**config.mk**
```make
export PLATFORM = sky130hd
export DESIGN_NAME = adrv9001_tdd_ctrl
export DESIGN_NICKNAME = d
export VERILOG_FILES = /design/src/rtl/adrv9001_tdd_ctrl.sv
export SDC_FILE = /design/constraint.sdc
export NUM_CORES = 1
export LEC_CHECK = 0
export CAP_MARGIN = 30
export CORE_ASPECT_RATIO = 1.2
export CORE_UTILIZATION = 62
export DETAILED_ROUTE_END_ITERATION = 10
export HOLD_SLACK_MARGIN = 0.06
export PLACE_DENSITY = 0.89
export SKIP_LAST_GASP = 1
export SLEW_MARGIN = 20
export SYNTH_ARGS = -nofsm -noshare
export SYNTH_HDL_FRONTEND = slang
export SYNTH_SLANG_ARGS = --single-unit
```
**constraint.sdc**
```tcl
create_clock -name clk -period 9.1 [get_ports clk]
set_input_delay 1.82 -clock clk [delete_from_list [all_inputs] [get_ports clk]]
set_output_delay 1.82 -clock clk [all_outputs]
set_load 0.01 [all_outputs]
```
**src/rtl/adrv9001_tdd_ctrl.sv**
```systemverilog
// Frame-based TDD scheduler: drives the Rx/Tx channel tdd_en levels from a shadowed
// frame period and per-channel on/off offsets, for N frames or until stopped.
//
// state    | meaning
// ---------+--------------------------------------------------------------
// IDLE     | waiting for start; configuration checked when start is seen
// RUN      | frames running; stop or final frame end leaves this state
// STOPPING | stop accepted; finishing the current frame, then back to IDLE
module adrv9001_tdd_ctrl #(
    parameter int CNT_WIDTH = 32,
    parameter int FRM_WIDTH = 16
) (
    input  logic                 clk,
    input  logic                 rstn,
    input  logic                 start,
    input  logic                 stop,
    input  logic [CNT_WIDTH-1:0] frame_len,
    input  logic [CNT_WIDTH-1:0] rx_on,
    input  logic [CNT_WIDTH-1:0] rx_off,
    input  logic [CNT_WIDTH-1:0] tx_on,
    input  logic [CNT_WIDTH-1:0] tx_off,
    input  logic [FRM_WIDTH-1:0] num_frames,
    output logic                 rx_tdd_en,
    output logic                 tx_tdd_en,
    output logic                 frame_strobe,
    output logic [FRM_WIDTH-1:0] frame_cnt,
    output logic                 busy,
    output logic                 done,
    output logic                 cfg_err
);

    localparam logic [1:0] IDLE     = 2'd0;
    localparam logic [1:0] RUN      = 2'd1;
    localparam logic [1:0] STOPPING = 2'd2;

    logic [1:0]           state_q, state_d;
    logic [CNT_WIDTH-1:0] cnt_q, cnt_d;
    logic [CNT_WIDTH-1:0] frame_len_q, frame_len_d;
    logic [CNT_WIDTH-1:0] rx_on_q, rx_on_d;
    logic [CNT_WIDTH-1:0] rx_off_q, rx_off_d;
    logic [CNT_WIDTH-1:0] tx_on_q, tx_on_d;
    logic [CNT_WIDTH-1:0] tx_off_q, tx_off_d;
    logic [FRM_WIDTH-1:0] num_frames_q, num_frames_d;
    logic [FRM_WIDTH-1:0] frame_cnt_q, frame_cnt_d;
    logic                 rx_en_q, rx_en_d;
    logic                 tx_en_q, tx_en_d;
    logic                 strobe_q, strobe_d;
    logic                 done_q, done_d;
    logic                 cfg_err_q, cfg_err_d;

    logic                 cfg_ok;
    logic                 wrap;
    logic                 last_frame;
    logic                 active;
    logic [FRM_WIDTH-1:0] frame_cnt_inc;

    // Validity is judged on the same values being captured into the shadows.
    always_comb begin
        cfg_ok = 1'b1;
        if (frame_len < CNT_WIDTH'(2))
            cfg_ok = 1'b0;
        if ((rx_on > rx_off) || (rx_off > frame_len))
            cfg_ok = 1'b0;
        if ((tx_on > tx_off) || (tx_off > frame_len))
            cfg_ok = 1'b0;
        if ((rx_on < rx_off) && (tx_on < tx_off) && (rx_on < tx_off) && (tx_on < rx_off))
            cfg_ok = 1'b0;
    end

    always_comb begin
        wrap          = (cnt_q == (frame_len_q - CNT_WIDTH'(1)));
        frame_cnt_inc = (frame_cnt_q == {FRM_WIDTH{1'b1}}) ? frame_cnt_q
                                                           : frame_cnt_q + FRM_WIDTH'(1);
        last_frame    = (num_frames_q != '0) && (frame_cnt_inc == num_frames_q);
    end

    always_comb begin
        state_d      = state_q;
        cnt_d        = cnt_q;
        frame_len_d  = frame_len_q;
        rx_on_d      = rx_on_q;
        rx_off_d     = rx_off_q;
        tx_on_d      = tx_on_q;
        tx_off_d     = tx_off_q;
        num_frames_d = num_frames_q;
        frame_cnt_d  = frame_cnt_q;
        cfg_err_d    = cfg_err_q;
        done_d       = 1'b0;

        case (state_q)
            IDLE: begin
                cnt_d = '0;
                if (start) begin
                    frame_len_d  = frame_len;
                    rx_on_d      = rx_on;
                    rx_off_d     = rx_off;
                    tx_on_d      = tx_on;
                    tx_off_d     = tx_off;
                    num_frames_d = num_frames;
                    if (cfg_ok) begin
                        cfg_err_d   = 1'b0;
                        frame_cnt_d = '0;
                        state_d     = RUN;
                    end else begin
                        cfg_err_d = 1'b1;
                    end
                end
            end
            RUN: begin
                cnt_d = wrap ? '0 : cnt_q + CNT_WIDTH'(1);
                if (wrap) begin
                    frame_cnt_d = frame_cnt_inc;
                    if (last_frame) begin
                        state_d = IDLE;
                        done_d  = 1'b1;
                    end else if (stop) begin
                        state_d = STOPPING;
                    end
                end else if (stop) begin
                    state_d = STOPPING;
                end
            end
            STOPPING: begin
                cnt_d = wrap ? '0 : cnt_q + CNT_WIDTH'(1);
                if (wrap) begin
                    frame_cnt_d = frame_cnt_inc;
                    state_d     = IDLE;
                    done_d      = 1'b1;
                end
            end
            default: begin
                state_d = IDLE;
                cnt_d   = '0;
            end
        endcase
    end

    // Enables follow cnt by one stage and are forced low on the edge that leaves the run.
    always_comb begin
        active   = (state_q != IDLE) && (state_d != IDLE);
        strobe_d = active && (cnt_q == '0);
        rx_en_d  = active && (rx_on_q <= cnt_q) && (cnt_q < rx_off_q);
        tx_en_d  = active && (tx_on_q <= cnt_q) && (cnt_q < tx_off_q);
    end

    always_ff @(posedge clk) begin
        if (!rstn) begin
            state_q      <= IDLE;
            cnt_q        <= '0;
            frame_len_q  <= '0;
            rx_on_q      <= '0;
            rx_off_q     <= '0;
            tx_on_q      <= '0;
            tx_off_q     <= '0;
            num_frames_q <= '0;
            frame_cnt_q  <= '0;
            rx_en_q      <= 1'b0;
            tx_en_q      <= 1'b0;
            strobe_q     <= 1'b0;
            done_q       <= 1'b0;
            cfg_err_q    <= 1'b0;
        end else begin
            state_q      <= state_d;
            cnt_q        <= cnt_d;
            frame_len_q  <= frame_len_d;
            rx_on_q      <= rx_on_d;
            rx_off_q     <= rx_off_d;
            tx_on_q      <= tx_on_d;
            tx_off_q     <= tx_off_d;
            num_frames_q <= num_frames_d;
            frame_cnt_q  <= frame_cnt_d;
            rx_en_q      <= rx_en_d;
            tx_en_q      <= tx_en_d;
            strobe_q     <= strobe_d;
            done_q       <= done_d;
            cfg_err_q    <= cfg_err_d;
        end
    end

    assign rx_tdd_en    = rx_en_q;
    assign tx_tdd_en    = tx_en_q;
    assign frame_strobe = strobe_q;
    assign frame_cnt    = frame_cnt_q;
    assign busy         = (state_q != IDLE);
    assign done         = done_q;
    assign cfg_err      = cfg_err_q;

endmodule

```
* Yosys cells after proc, flatten, opt, wreduce, memory -nomap -nowiden
Cells that the tools add are included.
W data, S select, Z words.
** Word-level totals
- Flip-flop bits (word level) :: 231
- Input port bits :: 180
- Output and inout port bits :: 22
- Word-level logic and storage cells :: 83
** Cells by class
- Add/subtract/negate cells :: 3
- Magnitude comparators :: 13
- Equal/unequal tests :: 8
- Mux-type cells :: 21
- Bitwise logic cells :: 2
- Reductions and logical operators :: 22
** Operators with widths (count)
- $lt A32 B32 Y1 :: 6
- $gt A32 B32 Y1 :: 4
- $le A32 B32 Y1 :: 2
- $mux W16 :: 4
- $add A32 B1 Y32 const B :: 1
- $eq A32 B32 Y1 :: 1
- $logic_not A32 Y1 :: 1
- $lt A32 B2 Y1 const B :: 1
- $pmux W16 S2 :: 1
- $sub A32 B1 Y32 const B :: 1
- $add A16 B1 Y16 const B :: 1
- $eq A16 B16 Y1 :: 1
- $eq A16 B16 Y1 const B :: 1
- $reduce_bool A16 Y1 :: 1
- $mux W2 :: 6
- $logic_and A1 B1 Y1 :: 10
- $mux W1 :: 8
- $pmux W2 S3 :: 1
- $reduce_bool A2 Y1 :: 3
- $ne A2 B2 Y1 const B :: 2
- $reduce_and A4 Y1 :: 1
- $reduce_or A3 Y1 :: 1
- $eq A2 B1 Y1 const B :: 1
- $eq A2 B2 Y1 const B :: 1
- other kinds (7) :: 9

* Logic depth before layout (Yosys ltp)
Gate-level depths: netlist of the first run.
- Depth after elaboration :: 12
- Depth in mapped cells :: 13
- Depth with buffers taken out :: 12

* Worst setup path before layout of the first run
Ideal clock, no wire load.
- Path kind :: in2reg
- Start point :: input port rx_off[29]
- End point :: register frame_cnt_q[2] (netlist: frame_cnt[2])
- Setup time :: 0.084 ns
- Arrival time :: 4.541 ns
- Slack :: 4.475 ns
- Stages :: 13
- Buffers on the path :: 1
- Cells stage by stage :: inv_1 -> ha_1 -> nand4_1 -> or3_1 -> or4_1 -> o22ai_1 -> nor4_1 -> nand4_1 -> a41oi_1 -> or4_1 -> buf_2 -> nand2b_4 -> o31ai_2
** On the way
- Cells in the longest elaborated chain, start to end :: 7
- Elaborated cells on any way between the ends :: 13
- Classes of those cells :: 4 x order compare; 1 x eq/ne; 3 x mux; 5 x reduce/logical
** RTL lines
- start: declaration :: line 19 : input logic [CNT_WIDTH-1:0] rx_off,
- $gt A32 B32 Y1 or $lt A32 B32 Y1 (tied branches) :: line 62, 66
- $logic_or A1 B1 Y1 or $logic_and A1 B1 Y1 (tied branches) :: line 62, 66
- $mux W1 or $logic_and A1 B1 Y1 (tied branches) :: line 62, 66
- $mux W1 or $logic_and A1 B1 Y1 (tied branches) :: line 64, 66
- $mux W1 (*) :: line 66 : if ((rx_on < rx_off) && (tx_on < tx_off) && (rx_on < tx_off) && (tx_on < rx_off))
- $ne A2 B2 Y1 (no line) (*)
- $reduce_and A4 Y1 (no line) (*)
- end signal: assignment :: line 171 : frame_cnt_q <= frame_cnt_d;
- end: declaration :: line 44 : logic [FRM_WIDTH-1:0] frame_cnt_q, frame_cnt_d;
Mark *: on every way between the ends. The rest lies on a longest branch, timed or not.
A chain may end at the register's enable or synchronous reset.

* Final worst setup path of the first run
- Start point :: input port frame_len[30]
- End point :: register frame_cnt_q[0] (netlist: frame_cnt[0])
** On the way
- Cells in the longest elaborated chain, start to end :: 7
- Elaborated cells on any way between the ends :: 11
- Classes of those cells :: 3 x order compare; 1 x eq/ne; 4 x mux; 3 x reduce/logical
** RTL lines
- start: declaration :: line 17 : input logic [CNT_WIDTH-1:0] frame_len,
- $lt A32 B2 Y1 or $gt A32 B32 Y1 (tied branches) :: line 60, 62
- $mux W1 or $logic_or A1 B1 Y1 (tied branches) :: line 60, 62
- $mux W1 :: line 62 : if ((rx_on > rx_off) || (rx_off > frame_len))
- $mux W1 (*) :: line 64 : if ((tx_on > tx_off) || (tx_off > frame_len))
- $mux W1 (*) :: line 66
- $ne A2 B2 Y1 (no line) (*)
- $reduce_and A4 Y1 (no line) (*)
Marks and branches as above.

==> results of run 1 <==
[metrics by stage]
| stage | hold slack (ps) | total power, mW | area (µm²) | utilization |
|---|---|---|---|---|
| 6_report | 455 | 3.04 | 21300 | 0.739 |
| 5_1_grt | 477 | 3.17 | 21300 | 0.739 |
| 4_1_cts | 455 | 3.01 | 21300 | 0.737 |
| 3_5_place_dp | 446 | 1.92 | 20400 | 0.707 |
| 3_3_place_gp | 443 | 1.90 | 20400 | 0.706 |
| 2_1_floorplan | 436 | 1.63 | 18200 | - |
[layout make-up]
type / instances / share of cell area
sequential: 231 / 0.217
multi-input combinational: 1835 / 0.583
tap: 385 / 0.0226
inverter: 210 / 0.0371
timing repair buffer: 209 / 0.0990
clock inverter: 12 / 0.00997
clock buffer: 32 / 0.0310
[power groups by stage]
stage                     Sequential [mW]  Clock, mW  Combinational, mW
after detailed placement             1.15          0              0.778
final                                1.13       1.10              0.812
after floorplan                      1.13          0              0.503
after CTS                            1.12       1.10              0.784
after global routing                 1.13       1.14              0.888
after global placement               1.14          0              0.751
[kinds of logic after synthesis]
logic type               Yosys count
flip-flops                       231
AO/OA/AOI/OAI                    559
multiplexers                       4
XOR/XNOR                          89
adder cells (fa/ha/maj)          324
buffers and inverters            310
AND/OR/NAND/NOR                  859
[routing by layer]
layer	vias to the layer above	track usage	wire [µm]
met4	2	0.338	5670
li1	8689	-	-
met1	8798	0.488	24000
met2	933	0.678	28700
met5	-	0	15
met3	297	0.103	5860
[placed cells by master, fill, tap and decap left out, drive strengths merged, types with 8 or more instances in the layout]
master	synthesis	routed
ha	324	324
nor3	50	50
buf	13	8
nand2	425	425
nor2	89	89
a211oi	16	16
o211ai	24	24
o21ai	57	57
o31ai	17	17
a21oi	278	278
dfxtp	231	231
a21o	65	65
or4	11	11
clkbuf	87	32
xor2	23	23
xnor2	66	66
nand2b	20	20
or3	8	8
nor4	44	44
nand4	83	83
inv	210	210
nor2b	21	21
and2	8	8
nand3	47	47
a221oi	8	8
and4	10	10
o21a	19	19
a31oi	12	12
clkdlybuf4s50	0	201
and3	17	17
a2111oi	9	9
[critical path, delay by kind of cell]
family / cells / cell delay (ps)
adders and majority gates: 1 / 370
and+or+nand+nor: 2 / 1070
AOI/OAI and AO/OA: 8 / 2150
buffers and inverters: 2 / 1020
[flip-flops by register name, summed over array words and instances, names as in the netlist]
register	flops
cfg_err	1
cnt_q	32
done	1
frame_cnt	16
frame_len_q	32
frame_strobe	1
num_frames_q	16
rx_off_q	32
rx_on_q	32
rx_tdd_en	1
state_q	2
tx_off_q	32
tx_on_q	32
tx_tdd_en	1
[final timing paths]
kind | cells after the start | endpoint | from | slack [ps]
worst min register to register | 2 | tx_off_q[5] | tx_off_q[5] | 450
worst max register to register | 10 | frame_strobe | frame_cnt[0] | 4250
worst min-delay path | 2 | tx_off_q[5] | tx_off_q[5] | 450
worst max-delay path | 13 | frame_cnt[0] | frame_len[30] | 3110
==> flow_summary.ini, run 1 <==
[drt]
firstDrtPassIters = 7
post_drt_via_cell_ratio = 6.42
wl_per_cell_um = 22.0
postRouteWirelength_um = 64200
dr_total_vias = 18700
first_iter_violations = 1691
drc_errors = 0
postRouteAntennaNets = 0

[yosys]
mappedNetlistNets = 2880
ys_ff_latch = 231
syn_area_per_cell_um2 = 7.67
synthAdderAreaFrac = 0.223
yosysWarnings = 0
yosys.area.top_type_share = 0.254
synth_mux_area_frac = 0.00220
synthSimpleGateAreaFrac = 0.225
postSynthCellCount = 2376
async_flop_share = 0
synth_compound_area_frac = 0.189
synth_top_family_by_area = simple AND/OR/NAND/NOR gates
synth_edf_count = 0
yosysTopAreaCell = dfxtp_1
synthXorXnorAreaFrac = 0.0428
yosysMostFrequentCell = nand2_1
yosysUniqueCellTypes = 70
ys_seq_area_frac = 0.254
ys.flop_type = dfxtp_1
synth_area_leaders = dfxtp_1, ha_1, nand2_1
syn_area_um2 = 18200
synth.top_cells.by_count = nand2_1, ha_1, a21oi_1

[place]
place.gp.congestion = 1.07
hpwlAfterDp_um = 49700
numPortBuffers = 201
pre_cts_slack_ps = 2760
dp.cells = 2868

[sta]
period_needed_ps = 5990
finalHoldViolCount = 0
slew_violations = 0
clock.fmax_mhz = 167
setup-violations-final = 0
worst_pin_slew_ps = 1010
rsz0062_at_grt = no
skew_ps = 8.06
setup_slack_ps = 3110
slew_headroom = 0.319
fin_crit_sh = 0.658
setup-tns-final_ps = 0

[grt]
grt_pass1_vias = 18200
antenna_found_initial = 2
track_usage = 0.427
grt_start_max_net_pins = 106
grt_overflow_total = 0
grt_pass1_wl_um = 98200

[power_and_ir_drop]
combPwrFrac = 0.267
clockPowerShare = 0.362
powerDensity_nw_per_um2 = 143
pwr-share-seq = 0.371
power.internal_mw = 2.09
swShare = 0.314
max-vdd-ir-drop_mv = 0.131
leakage_nw = 9.18
p_switching_mw = 0.956

[run_status]
run_status = complete, no violations

[finish]
fin_nets = 3015
regArea_um2 = 4620
drive_gt1_frac = 0.0281
layout.cells.non_filler = 2914
diodes = 0
syn_to_final_growth_pct = 17.1
multi_input_area_um2 = 12400
num-fill-cells = 2197

[floorplan]
io_pins = 202
core_area_um2 = 28800
dieHeight_um = 190
row_count = 68
die_area_um2 = 30100
initial_core_util = 0.631
die_w_um = 158

[clock_tree]
cts_tree = done
postCtsSetupBuffers = 0
cts_buffers = 24
cts.sinks = 231
cts_buffer_depth = 3
cts_resized = 0
holdBufCountCts = 0
htree_num_levels = 1
clkSlewWorstSetupHoldPaths_ps = 60
cts_root_buf = clkbuf_16
worst_skew_pair.late_latency_ps = 540

[critical_path]
path_cells = clkdlybuf4s50_1, inv_1, ha_1, a21o_1, a21oi_1, o21ai_0, a211oi_1, o211ai_1, o211ai_1, a41oi_1, or4_1, nand2b_4, o22ai_1
critPathCaptureType = register
slowest_delay_ps = 850
cp.arrival_ps = 6440
crit_slowest_cell = clkdlybuf4s50_1
critPathMostFrequentCell = o211ai_1
critPathLaunchType = primary input
worst-setup-path-type = primary input to register
worst-path-max-fanout = 10
crit_required_ps = 9550

[job]
maxCapViolations = 0

[worst_hold_path]
hold_class = register to register
Note: power is estimated with default switching activity, not from simulation.
==> inputs of run 2 (changes only) <==
CORE_UTILIZATION = 58   (was 62)
PLACE_DENSITY = 0.84   (was 0.89)
clock period = 6.1 ns   (was 9.1 ns; I/O delays follow)
==> flow_summary.ini, run 2 (same netlist as run 1, synthesis figures left out) <==
[run_status]
run_status = complete, no violations

[sta]
period_needed_ps = 5640
hold_ws_ps = 456
clock.fmax_mhz = 177
fin_crit_sh = 0.924
slew_violations = 0
rsz0062_at_grt = no
worst_pin_slew_ps = 1080
slew_headroom = 0.272
skew_ps = 24.3
setup-violations-final = 0
setup-tns-final_ps = 0
finalHoldViolCount = 0

[finish]
syn_to_final_growth_pct = 17.1
num-fill-cells = 2527
finalInstanceArea_um2 = 21300
final_util = 0.696
fin_nets = 3022
diodes = 0
drive_gt1_frac = 0.0319
final_cell_mix = nand2_1, ha_1, a21oi_1
layout_commonest_cell = nand2_1

[grt]
grt_start_max_net_pins = 87
grt_overflow_total = 0
track_usage = 0.400
grt_pass1_wl_um = 99000
antenna_found_initial = 0
grt_pass1_vias = 18300

[critical_path]
critPathMostFrequentCell = o211ai_1
crit_buf_inv = 2
crit_slowest_cell = or4_1
worstSetupStartpoint = frame_len[30]
cp.depth = 13
ff2ff_path_depth = 12
worst-path-max-fanout = 10
critPathCaptureType = register
worst-setup-path-type = primary input to register
worst_path_dominant_cell_family = compound AO/OA/AOI/OAI gates
endpoint = frame_cnt[2]
crit_required_ps = 6560
path_cells = clkdlybuf4s50_1, inv_1, ha_1, a21o_1, a21oi_1, o21ai_0, a211oi_1, o211ai_1, o211ai_1, a41oi_1, or4_1, nand2b_4, o31ai_2
reg2reg_slack_ps = 1570
r2r-end = frame_cnt[2]
slowest_delay_ps = 860
cp.arrival_ps = 6090
reg2reg_from = frame_len_q[0]
critPathLaunchType = primary input

[clock_tree]
htree_num_levels = 1
clkSlewWorstSetupHoldPaths_ps = 60
cts_resized = 0
cts_buffer_depth = 3
postCtsSetupBuffers = 0
holdBufCountCts = 0
cts_root_buf = clkbuf_16
cts_tree = done
cts_buffers = 26
worst_skew_pair.late_latency_ps = 560
cts.sinks = 231

[floorplan]
row_count = 70
die_area_um2 = 32100
initial_core_util = 0.594
dieHeight_um = 196
core_area_um2 = 30700
io_pins = 202
die_w_um = 164

[worst_hold_path]
hold_class = register to register

[drt]
postRouteAntennaNets = 0
postRouteWirelength_um = 64600
post_drt_via_cell_ratio = 6.32
firstDrtPassIters = 5
wl_per_cell_um = 22.0
drc_errors = 0
first_iter_violations = 1877
dr_total_vias = 18500

[place]
numPortBuffers = 201
hpwlAfterDp_um = 51200
place.gp.congestion = 1.02
place_area_um2 = 20400

[power_and_ir_drop]
leakage_nw = 9.17
powerDensity_nw_per_um2 = 210
max-vdd-ir-drop_mv = 0.251
power_mw = 4.48

[job]
maxCapViolations = 0
==> run 2: layer usage <==
layer / track usage / up-vias / wire length, µm
met5: 0 / - / 0
met1: 0.470 / 8685 / 25000
li1: - / 8730 / -
met2: 0.657 / 873 / 29700
met3: 0.0666 / 261 / 4910
met4: 0.283 / 0 / 5000
==> run 2: worst min path at each step <==
stage / from / endpoint / slack (ps) / depth (start not counted)
6_report: tx_off_q[14] / tx_off_q[14] / 460 / 2
4_1_cts: rx_off_q[30] / rx_off_q[30] / 460 / 2
3_5_place_dp: rx_off_q[30] / rx_off_q[30] / 450 / 2
3_3_place_gp: tx_off_q[3] / tx_off_q[3] / 440 / 2
2_1_floorplan: rx_off_q[10] / rx_off_q[10] / 440 / 2
5_1_grt: rx_off_q[8] / rx_off_q[8] / 470 / 2
==> run 2: worst register-to-register path: stages, from the launching register on <==
cell       delay, ps
dfxtp_1          360
inv_1             80
ha_1             260
nor4b_1          630
nand2_1          280
nor2_1           340
nand2_1          150
a2111oi_2        370
nand4_1          210
or4b_4           680
or4_1            640
nand2b_4         230
o31ai_2          180
==> run 2: cell type report <==
class | count | area (µm²) | area share
Multi-Input combinational cell | 1835 | 12400 | 0.583
Sequential cell | 231 | 4620 | 0.217
Timing Repair Buffer | 214 | 2110 | 0.0988
Inverter | 210 | 791 | 0.0371
Clock buffer | 34 | 721 | 0.0338
Tap cell | 396 | 495 | 0.0232
Clock inverter | 14 | 151 | 0.00710
==> run 2: through the flow <==
stage	cells	setup WS, ps
final	2934	464
after global placement	2884	225
after CTS	2934	716
after detailed placement	2886	178
after floorplan	2376	2080
after global routing	2934	339
==> run 2: power by group <==
group	switching (mW)	total, mW	leakage, nW	internal (mW)
clock	0.667	1.59	0.414	0.924
combinational	0.712	1.21	6.87	0.496
sequential	0.0814	1.68	1.89	1.60
==> inputs of run 3 (changes only) <==
CTS_BUF_LIST = sky130_fd_sc_hd__clkbuf_8 sky130_fd_sc_hd__clkbuf_16   (was not set)
==> flow_summary.ini, run 3 (same netlist as run 1, synthesis figures left out) <==
[run_status]
run_status = complete, no violations

[finish]
finalInstanceArea_um2 = 21300
drive_gt1_frac = 0.0319
syn_to_final_growth_pct = 17.1
final_cell_mix = nand2_1, ha_1, a21oi_1
final_util = 0.696
layout_commonest_cell = nand2_1
fin_nets = 3022
layout.cells.non_filler = 2934
diodes = 0

[sta]
setup-violations-final = 0
skew_ps = 25.0
setup-tns-final_ps = 0
slew_headroom = 0.271
worst_pin_slew_ps = 1080
finalHoldViolCount = 0
rsz0062_at_grt = no
period_needed_ps = 5620
clock.fmax_mhz = 178
slew_violations = 0
fin_crit_sh = 0.922

[power_and_ir_drop]
leakage_nw = 9.19
power_mw = 4.47
max-vdd-ir-drop_mv = 0.251
powerDensity_nw_per_um2 = 210

[clock_tree]
cts.sinks = 231
postCtsSetupBuffers = 0
htree_num_levels = 1
cts_tree = done
clkSlewWorstSetupHoldPaths_ps = 60
holdBufCountCts = 0
worst_skew_pair.late_latency_ps = 560
cts_resized = 0
cts_root_buf = clkbuf_16
cts_buffer_depth = 3
cts_buffers = 26

[worst_hold_path]
hold_class = register to register

[critical_path]
critPathLaunchType = primary input
cp.arrival_ps = 6080
crit_slowest_cell = or4_1
crit_buf_inv = 2
critPathMostFrequentCell = o211ai_1
slowest_delay_ps = 860
worst-setup-path-type = primary input to register
path_cells = clkdlybuf4s50_1, inv_1, ha_1, a21o_1, a21oi_1, o21ai_0, a211oi_1, o211ai_1, o211ai_1, a41oi_1, or4_1, nand2b_4, o31ai_2
critPathCaptureType = register
worst_path_dominant_cell_family = compound AO/OA/AOI/OAI gates
crit_required_ps = 6560
worst-path-max-fanout = 10

[drt]
postRouteWirelength_um = 64600
firstDrtPassIters = 6
first_iter_violations = 1876
dr_total_vias = 18500
postRouteAntennaNets = 0
drc_errors = 0
post_drt_via_cell_ratio = 6.32
wl_per_cell_um = 22.0

[place]
place.gp.congestion = 1.02
dp.cells = 2886
place_area_um2 = 20400
numPortBuffers = 201
hpwlAfterDp_um = 51200

[floorplan]
die_area_um2 = 32100
row_count = 70
initial_core_util = 0.594
io_pins = 202
core_area_um2 = 30700
dieHeight_um = 196
die_w_um = 164

[grt]
track_usage = 0.400
antenna_found_initial = 0
grt_start_max_net_pins = 87
grt_pass1_vias = 18300
grt_overflow_total = 0
grt_pass1_wl_um = 99000

[job]
maxCapViolations = 0
-- run 3: changes by cell type in the layout (fill, tap and decap cells not counted), sizes merged --
| cell | delta |
|---|---|
| clkbuf | -4 |
| inv | +4 |
-- run 3: worst paths after layout --
check                 end  cells past startpoint            from  slack [ps]
max          frame_cnt[2]                     13   frame_len[30]         480
min          tx_off_q[14]                      2    tx_off_q[14]         450
max reg2reg  frame_cnt[1]                     13  frame_len_q[0]        1560
min reg2reg  tx_off_q[14]                      2    tx_off_q[14]         450
-- run 3: per-layer routing --
| metal | vias to the layer above | GRT usage | wire length [µm] |
|---|---|---|---|
| li1 | 8733 | - | - |
| met1 | 8660 | 0.470 | 25000 |
| met2 | 888 | 0.657 | 29600 |
| met3 | 264 | 0.0666 | 4910 |
| met4 | 0 | 0.283 | 5040 |
| met5 | - | 0 | 0 |
-- run 3: power breakdown --
part,leakage (nW),internal (mW),total [mW],switching [mW]
combinational,6.87,0.496,1.21,0.712
clock,0.431,0.917,1.58,0.666
sequential,1.89,1.60,1.68,0.0813
total,9.19,3.01,4.47,1.46
-- run 3: tightest hold or removal path: cells and delay by family (launching register included) --
family | cells | cell delay, ps
flip-flops | 1 | 310
AO/OA/AOI/OAI | 1 | 50
AND/OR/NAND/NOR | 1 | 50
-- run 3: final cells by class --
class | instances | area, µm²
clock buffers | 30 | 706
clock inverters | 18 | 166
fillers | 2527 | 9330
inverters | 210 | 791
multi-input cells | 1835 | 12400
flip-flops and latches | 231 | 4620
well taps | 396 | 495
repair buffers | 214 | 2110
-- run 3: per-stage QoR --
stage / hold WS [ps] / setup WS, ps
after floorplan: 436 / 2080
after global placement: 443 / 225
after detailed placement: 447 / 178
after CTS: 456 / 716
after global routing: 474 / 339
final: 455 / 477
